[src/rtl/mux4_rr_arbiter.sv]
// mux4_rr_arbiter: round-robin owner of a shared 4:1 mux (in: clk, reset_n, req[3:0], in0-in3; out: grant[3:0], sel[1:0], out_valid, out)
module mux4_rr_arbiter #(
  parameter int nbits = 8,
  parameter int max_hold = 16
) (
  input  logic             clk,
  input  logic             reset_n,
  input  logic [3:0]       req,
  input  logic [nbits-1:0] in0,
  input  logic [nbits-1:0] in1,
  input  logic [nbits-1:0] in2,
  input  logic [nbits-1:0] in3,
  output logic [3:0]       grant,
  output logic [1:0]       sel,
  output logic             out_valid,
  output logic [nbits-1:0] out
);
  localparam int hw = $clog2(max_hold) + 1;
  typedef enum logic {IDLE, GRANT} state_t;
  state_t state, state_n;
  logic [1:0] ptr, ptr_n, sel_n, win;
  logic [2:0] rot;
  logic [3:0] grant_n;
  logic [hw-1:0] hold_cnt, hold_n;
  logic keep, any;
  assign rot = 3'({req, req} >> ptr);
  assign win = ptr + (rot[0] ? 2'd0 : rot[1] ? 2'd1 : rot[2] ? 2'd2 : 2'd3);
  assign any = |req;
  assign keep = state == GRANT && req[sel] && hold_cnt < hw'(max_hold - 1);
  always_comb begin
    state_n = (keep || any) ? GRANT : IDLE;
    grant_n = keep ? grant : any ? 4'(1) << win : 4'd0;
    sel_n = (keep || !any) ? sel : win;
    ptr_n = (keep || !any) ? ptr : win + 2'd1;
    hold_n = keep ? hold_cnt + hw'(1) : '0;
  end
  always_ff @(posedge clk or negedge reset_n) begin
    if (!reset_n) begin
      state <= IDLE;
      grant <= '0;
      sel <= '0;
      ptr <= '0;
      hold_cnt <= '0;
    end else begin
      state <= state_n;
      grant <= grant_n;
      sel <= sel_n;
      ptr <= ptr_n;
      hold_cnt <= hold_n;
    end
  end
  assign out_valid = state == GRANT;
  assign out = sel[1] ? (sel[0] ? in3 : in2) : (sel[0] ? in1 : in0);
endmodule

[config.mk]
export PLATFORM = sky130hd
export DESIGN_NAME = mux4_rr_arbiter
export DESIGN_NICKNAME = d
export VERILOG_FILES = /design/src/rtl/mux4_rr_arbiter.sv
export SDC_FILE = /design/constraint.sdc
export NUM_CORES = 1
export LEC_CHECK = 0
export BUFFER_PORTS_ARGS = -buffer_cell sky130_fd_sc_hd__buf_2
export CAP_MARGIN = 20
export CORE_MARGIN = 4
export CORE_UTILIZATION = 46
export CTS_BUF_LIST = sky130_fd_sc_hd__clkbuf_4 sky130_fd_sc_hd__clkbuf_8
export CTS_CLUSTER_SIZE = 28
export DETAILED_ROUTE_END_ITERATION = 8
export PLACE_DENSITY_LB_ADDON = 0.15
export SLEW_MARGIN = 40
export SYNTH_ARGS = -nofsm -noshare
export SYNTH_HDL_FRONTEND = slang
export SYNTH_SLANG_ARGS = --single-unit
[constraint.sdc]
create_clock -name clk -period 2.8 [get_ports clk]
set_input_delay 0.56 -clock clk [delete_from_list [all_inputs] [get_ports clk]]
set_output_delay 0.56 -clock clk [all_outputs]
set_load 0.03 [all_outputs]
==> results of run 1 <==
-- per-stage QoR --
| stage | utilization (%) | setup slack [ps] |
|---|---|---|
| 2_1_floorplan | - | 587 |
| 3_3_place_gp | 62.3 | 332 |
| 3_5_place_dp | 62.3 | 281 |
| 4_1_cts | 63.4 | 431 |
| 5_1_grt | 63.4 | 187 |
| 6_report | 63.4 | 427 |
-- placed cells by master, fill, tap and decap left out, types with 2 or more instances in the layout --
cell type   n
and2_1      2
buf_2      52
clkbuf_4    3
dfrtp_1    14
ha_1        3
inv_1       3
mux2_1      3
mux2_4      2
mux4_2      9
nand2_1     5
nor2_1      2
nor2b_1     4
nor4_2      2
o21ai_0     3
o311ai_0    2
-- area by class of cell --
type	count	area [sq um]
multi-input cells	55	592
fillers	170	732
inverters	3	11.3
well taps	27	33.8
flip-flops and latches	14	350
repair buffers	52	260
clock buffers	3	22.5
-- worst paths after layout --
kind | start | to | slack (ps) | depth (start not counted)
min in group clk | hold_cnt[0]$_DFF_PN0_ | hold_cnt[0]$_DFF_PN0_ | 490 | 1
max | ptr[0]$_DFFE_PN0N_ | ptr[1]$_DFFE_PN0N_ | 430 | 9
min | reset_n | grant[3]$_DFFE_PN0N_ | 160 | 1
max in group asynchronous | reset_n | hold_cnt[3]$_DFF_PN0_ | 2400 | 1
max reg2reg | ptr[0]$_DFFE_PN0N_ | ptr[1]$_DFFE_PN0N_ | 430 | 9
min reg2reg | hold_cnt[0]$_DFF_PN0_ | hold_cnt[0]$_DFF_PN0_ | 490 | 1
-- routing by layer --
| metal | vias up | share of wire, % | global-route usage (%) |
|---|---|---|---|
| met2 | 27 | 51 | 26.3 |
| met4 | 0 | 0.36 | 1.24 |
| li1 | 405 | - | - |
| met1 | 418 | 41 | 19.7 |
| met3 | 2 | 7.6 | 2.18 |
| met5 | - | 0 | 0 |
-- where the power goes --
group          switching (mW)  internal (mW)
combinational           0.493          0.417
clock                  0.0613         0.0496
sequential              0.122          0.272
-- cell families (layout without fill, tap and decap cells) --
kind of cell / Yosys count / count (layout) / share of synthesized area (%)
AND/OR/NAND/NOR: 25 / 25 / 18.7
XOR/XNOR: 1 / 1 / 0.881
AO/OA/AOI/OAI: 12 / 12 / 9.31
multiplexers: 14 / 14 / 26.8
buffers and inverters: 7 / 58 / 5.28
flip-flops: 14 / 14 / 35.2
adder cells (fa/ha/maj): 3 / 3 / 3.77
-- worst max-delay path: cells and delay by family, from the launching register on --
family / cells / cell delay (ps)
AND/OR/NAND/NOR: 4 / 850
AO/OA/AOI/OAI: 4 / 600
flip-flops: 1 / 550
adder cells (fa/ha/maj): 1 / 280
-- state kept, by name (all words and copies together) (netlist names) --
name       cells
grant          4
hold_cnt       5
out_valid      1
ptr            2
sel            2
==> reports/results.txt, run 1 <==
status = complete, no violations
fraction of registers with async set/reset = 100%
type of origin of the critical path = flip-flop
kind of critical path = flip-flop to flip-flop
Yosys top cell by area = dfrtp_1
Syn Inst Count = 76
post-route insts no fill = 154
total power = 1.42 mW
sequential fraction of the synthesis area = 35.2%
Skew-Pair Late Insertion Delay = 270 ps
skew final = 7.21 ps
number of iterations in the first detailed-routing pass = 4
Max Fclk = 0.421 GHz
Final Hold Viols = 0
#FFs+latches synth = 14
global-route wire length before repair = 3.27 mm
top-count cell post-synth = dfrtp_1
FP Rows = 16
Final period util = 84.8%
CTS sink count = 14
Congestion Overflow GR = 0
critical path required time = 2990 ps
initial antenna violation count = 0
Commonest cells post-synth = 14 x dfrtp_1, 9 x mux4_2, 5 x nand2_1
core area = 2000 sq um
layout cells sized above 1 = 57.5%
Synthesis Warnings = 0
Max stage delay on crit path = 550 ps
final instance area = 1270 sq um
Hold Path Class = primary input to async pin
placed inst area = 1250 sq um
Initial Util = 49.7%
Synth cell types = 33
predominant post-synthesis flop cell = dfrtp_1
Max-cap violations = 0
GR Util All Layers = 14.8%
hold slack = 161 ps
GPL Wtd Cong = 0.731
Post-Syn Area per Cell = 13.1 sq um
Routed WL = 2.24 mm
post-layout min period = 2370 ps
vias per std cell = 5.53
Pwr Density = 1110 nW/um^2
final setup fails = 0
largest net degree at the start of global routing = 15
number of global-route vias before repair = 744
Max rail drop VDD = 635 uV
total setup buffers inserted after CTS = 0
synth top area cells = dfrtp_1 35%, mux4_2 20%, ha_1 3.8%
Layout Area Growth over Synthesis = 27.7%
die width = 54.5 microns
htree depth = 1
total CTS buffers = 3
wire per inst = 14.6 microns
Post-synth EDFFs = 0
final net count = 170
Final Max Tran Viols = 0
worst path cell trace = nand2b_1 > o22ai_1 > o21ai_0 > o311ai_0 > ha_1 > or4_4 > nand4_4 > nor4_2 > a211oi_2
Resized Gates After CTS = 0
Post-Syn Nets = 117
CTS tree = yes
die area = 2970 sq um
WP data arrival = 2570 ps
final setup TNS = 0 ps
Die Y = 54.5 microns
cts hold-fix bufs = 0
dpl cells = 151
Residual DRC = 0
total number of vias = 852
Crit Path Max Fanout = 11
RSZ-0062 raised after global routing = false
DP HPWL = 1.80 mm
Longest Clk Path Bufs = 2
static leakage = 0.601 nW
Setup crit end kind = flip-flop
clock transition at the registers of the reported paths = 90 ps
port bufs = 52
slew margin rel. = 59.6%
post-synth top area share = 35.2%
# diodes = 0
total I/O pin count = 53
root buf cell = clkbuf_4
Iteration-0 DRC Markers = 4
post-route ant nets = 0
Mapped Area = 995 sq um
slowest stage cell, crit path = dfrtp_1
worst slew pin tran = 601 ps
Power figures use the tool's default switching activity.
==> inputs of run 2 (changes only) <==
Settings changed: ABC_AREA set to 1, CORE_UTILIZATION 46 to 47.
Clock period 2.8 ns to 2.25 ns, I/O delays scaled along.
==> run 2 against run 1 <==
Non-clock buffer count up 1. Combinational power up 55%. Design area up 5.4%. First-iteration DRC count rose to 7.0 times the previous value. Routed wire length up 17%. Power up 44%. Sequential cell count unchanged. Die area up 1.9%. Largest cell class unchanged. Highest routed layer unchanged.
==> reports/results.txt, run 2 <==
cts hold-fix bufs = 0
sequential fraction of the synthesis area = 33.7%
Reg with most FFs = hold_cnt
Congestion Overflow GR = 0
Sequential Area = 350 sq um
die width = 55.0 microns
WP data arrival = 1580 ps
die area = 3030 sq um
htree depth = 1
worst slew pin tran = 363 ps
type of origin of the critical path = flip-flop
Max-cap violations = 0
Initial Util = 51.4%
number of global-route vias before repair = 988
kind of critical path = flip-flop to primary output
biggest regs = hold_cnt: 5 flops, grant: 4 flops
Commonest cells post-synth = 35 x nand2_1, 23 x nor2_1, 18 x o21ai_0
clock transition at the registers of the reported paths = 90 ps
Fill cells = 196
Pwr Density = 1530 nW/um^2
GR Util All Layers = 17.8%
Iteration-0 DRC Markers = 28
root buf cell = clkbuf_4
critical path required time = 1800 ps
Final period util = 90.0%
Routed WL = 2.62 mm
final setup fails = 0
total setup buffers inserted after CTS = 0
static leakage = 0.735 nW
Layout Area Growth over Synthesis = 28.9%
max reg flops = 5
top-count cell post-synth = nand2_1
Max rail drop VDD = 1060 uV
RSZ-0062 raised after global routing = false
Yosys top cell by area = dfrtp_1
Post-Syn Area per Cell = 6.83 sq um
Max Fclk = 0.494 GHz
worst path cell trace = buf_4 > inv_6 > o21ai_0 > o22ai_1 > buf_2
CTS tree = yes
predominant post-synthesis flop cell = dfrtp_1
Final Hold Viols = 0
Synthesis Warnings = 0
layout cells sized above 1 = 34.8%
Hold Path Class = primary input to async pin
CTS sink count = 14
FP Rows = 16
post-layout min period = 2030 ps
# diodes = 0
Skew-Pair Late Insertion Delay = 270 ps
vias per std cell = 4.98
CP Buf/Inv Count = 3
Post-Syn Nets = 193
Crit Path Max Fanout = 19
Final Max Tran Viols = 0
total CTS buffers = 3
core area = 2020 sq um
status = complete, no violations
Post-synth EDFFs = 0
#FFs+latches synth = 14
most common cell after layout, fill and taps aside = buf_2
most frequent cells in the layout = 52 x buf_2, 35 x nand2_1, 23 x nor2_1
Setup crit end kind = primary output
total number of vias = 1150
slowest stage cell, crit path = dfrtp_1
Syn Inst Count = 152
port bufs = 52
Synth cell types = 23
Resized Gates After CTS = 0
post-synth top area share = 33.7%
area of the multi-input gates = 586 sq um
largest net degree at the start of global routing = 20
Top Family by Delay on Critical Path = flip-flops
hold slack = 49.0 ps
total I/O pin count = 53
number of iterations in the first detailed-routing pass = 5
wire per inst = 11.3 microns
final setup TNS = 0 ps
Residual DRC = 0
Longest Clk Path Bufs = 2
final net count = 246
skew final = 5.76 ps
Mapped Area = 1040 sq um
fraction of registers with async set/reset = 100%
post-route ant nets = 0
initial antenna violation count = 0
DP HPWL = 2.11 mm
synth top area cells = dfrtp_1 34%, nand2_1 13%, o21ai_0 8.7%
slew margin rel. = 75.8%
global-route wire length before repair = 3.95 mm
Die Y = 55.0 microns
GPL Wtd Cong = 0.803
Max stage delay on crit path = 530 ps
-- run 2: changes by cell type after synthesis, sizes merged, moves of 7 or more --
cell	change
mux4	-9
nor2	+23
o22ai	+7
nand3	+9
o21ai	+19
nand2	+35
inv	+13
-- run 2: metal layers --
metal / routed length [microns] / GRT usage [%] / vias to the layer above
met3: 201 / 3.22 / 2
met5: 0 / 0 / -
met1: 1100 / 20.0 / 514
met4: 20 / 3.64 / 0
li1: - / - / 603
met2: 1300 / 34.4 / 31
-- run 2: power breakdown --
| part | switching (mW) | internal, mW |
|---|---|---|
| clock network | 0.0806 | 0.0982 |
| registers | 0.116 | 0.341 |
| logic | 0.947 | 0.462 |
| total | 1.14 | 0.901 |
-- run 2: cells by family (layout without fill, tap and decap cells) --
kind of cell	after synthesis	count (layout)	share of synthesized area, %
simple gates	78	78	34.1
compound gates	36	36	18.7
buf+inv	21	73	9.88
flops	14	14	33.7
fa+ha+maj	3	3	3.61
-- run 2: layout make-up --
class	count	share of cell area, %
clock buffer	4	2.71
inverter	16	4.86
multi-input combinational	117	43.7
sequential	14	26.2
tap	27	2.52
timing repair buffer	53	20.0
-- run 2: final timing paths --
kind,startpoint,to,slack (ps),depth (start not counted)
hold / removal,reset_n,hold_cnt[2]$_DFF_PN0_,50,1
hold reg to reg,hold_cnt[0]$_DFF_PN0_,hold_cnt[0]$_DFF_PN0_,460,1
max in group asynchronous,reset_n,sel[1]$_DFFE_PN0N_,1960,1
setup reg to reg,ptr[0]$_DFFE_PN0N_,ptr[1]$_DFFE_PN0N_,340,12
setup / recovery,sel[0]$_DFFE_PN0N_,out[7],220,5
min in group clk,hold_cnt[0]$_DFF_PN0_,hold_cnt[0]$_DFF_PN0_,460,1
-- run 2: per-stage QoR --
stage / std cells / util (%) / power (mW) / instance area, sq um / setup slack (ps)
floorplan: 152 / - / 1.58 / 1040 / 317
global placement: 227 / 64.4 / 1.83 / 1300 / 412
detailed placement: 227 / 64.4 / 1.88 / 1300 / 345
CTS: 231 / 66.2 / 2.06 / 1340 / 218
global route: 231 / 66.2 / 2.24 / 1340 / 79.8
finish: 231 / 66.2 / 2.05 / 1340 / 224
==> inputs of run 3 (changes only) <==
Settings changed: CORE_ASPECT_RATIO set to 1.4, SKIP_LAST_GASP set to 1.
==> run 3 against run 2 <==
Utilization is 1.1 points lower. First-iteration DRC count is 61% lower. Register-to-register slack worse by 20 ps. Final cell count is 2.6% lower. Clock skew hardly changed. Setup slack better by 34 ps. Die area is 0.35% higher. Combinational power hardly changed. Critical endpoint is now out[5]. Largest cell class unchanged. Largest power group unchanged.
==> reports/results.txt, run 3 (synthesized netlist as in run 2, its figures left out) <==
Max stage delay on crit path = 520 ps
CTS tree = yes
status = complete, no violations
placed inst area = 1290 sq um
Top Usage Layer GRT = met2
FP Rows = 19
Congestion Overflow GR = 0
vias per std cell = 5.19
Max rail drop VDD = 991 uV
final worst setup slack = 258 ps
core area = 2040 sq um
slowest stage cell, crit path = dfrtp_1
final instance area = 1330 sq um
total power = 2.04 mW
GR Util All Layers = 18.5%
Max Fclk = 0.502 GHz
dpl cells = 221
type of origin of the critical path = flip-flop
most common cell after layout, fill and taps aside = buf_2
RSZ-0062 raised after global routing = false
final setup TNS = 0 ps
post-route ant nets = 0
worst slew pin tran = 353 ps
area of the multi-input gates = 586 sq um
global-route wire length before repair = 4.35 mm
Routed WL = 2.63 mm
Final period util = 88.5%
final setup fails = 0
Pwr Density = 1530 nW/um^2
Reg with most FFs = hold_cnt
CTS sink count = 14
biggest regs = hold_cnt: 5 flops, grant: 4 flops
Initial Util = 50.8%
Skew-Pair Late Insertion Delay = 270 ps
Hold Path Class = primary input to async pin
max reg flops = 5
layout cells sized above 1 = 34.8%
Setup crit end kind = primary output
total number of vias = 1168
Crit Path Max Fanout = 15
Final Max Tran Viols = 0
met1 global-route usage = 19.2%
initial antenna violation count = 0
cts hold-fix bufs = 0
Residual DRC = 0
GPL Wtd Cong = 0.757
met3 GRT Util = 3.99%
post-route insts no fill = 225
skew final = 5.50 ps
Resized Gates After CTS = 0
static leakage = 0.735 nW
worst path cell trace = buf_4 > o21ai_0 > o22ai_1 > buf_2
total CTS buffers = 3
die area = 3040 sq um
Max-cap violations = 0
die width = 47.7 microns
final net count = 246
Layout Area Growth over Synthesis = 28.2%
root buf cell = clkbuf_4
most frequent cells in the layout = 52 x buf_2, 35 x nand2_1, 23 x nor2_1
Sequential Area = 350 sq um
Setup WS pre-CTS = 302 ps
kind of critical path = flip-flop to primary output
hold slack = 51.0 ps
WP data arrival = 1540 ps
total setup buffers inserted after CTS = 0
port bufs = 52
largest net degree at the start of global routing = 20
clock transition at the registers of the reported paths = 90 ps
number of global-route vias before repair = 1136
htree depth = 1
Longest Clk Path Bufs = 2
Final Core Density = 65.1%
post-layout min period = 1990 ps
Iteration-0 DRC Markers = 11
critical path required time = 1800 ps
wire per inst = 11.7 microns
Fill cells = 197
slew margin rel. = 76.5%
number of iterations in the first detailed-routing pass = 4
Final Hold Viols = 0
# diodes = 0
Die Y = 63.6 microns
DP HPWL = 2.17 mm
met2 Use GR = 34.6%
total I/O pin count = 53
-- run 3: cell counts in the layout (fill, tap and decap cells not counted) --
Identical to the previous run, type by type.
-- run 3: layer usage --
layer | vias up | part of all wire (%) | routed length [microns]
met2 | 32 | 55 | 1440
met1 | 528 | 37 | 967
met5 | - | 0 | 0
met3 | 6 | 6.8 | 180
li1 | 602 | - | -
met4 | 0 | 1.6 | 43
-- run 3: area by class of cell --
class                           count  share of cell area (%)
Timing Repair Buffer               53                    20.1
Inverter                           16                    4.89
Tap cell                           21                    1.97
Multi-Input combinational cell    117                    44.0
Clock buffer                        4                    2.73
Sequential cell                    14                    26.3
-- run 3: final timing paths --
path	start	cells after the start	to	slack, ps
worst max-delay path	sel[0]$_DFFE_PN0N_	4	out[5]	260
worst max register to register	ptr[0]$_DFFE_PN0N_	11	ptr[1]$_DFFE_PN0N_	320
worst min register to register	hold_cnt[0]$_DFF_PN0_	1	hold_cnt[0]$_DFF_PN0_	470
worst min-delay path	reset_n	1	hold_cnt[4]$_DFF_PN0_	50
max in group asynchronous	reset_n	1	ptr[0]$_DFFE_PN0N_	1960
min in group clk	hold_cnt[0]$_DFF_PN0_	1	hold_cnt[0]$_DFF_PN0_	470
-- run 3: worst max-delay path, delay by kind of cell, from the launching register on --
kind / cells / cell delay, ps
AO/OA/AOI/OAI: 2 / 270
flip-flops: 1 / 520
buffers and inverters: 2 / 470
-- run 3: report_power, final --
group	total (mW)	switching, mW	internal, mW	leakage (nW)
Clock	0.175	0.0766	0.0982	0.0210
Combinational	1.41	0.946	0.462	0.539
Sequential	0.456	0.116	0.341	0.176
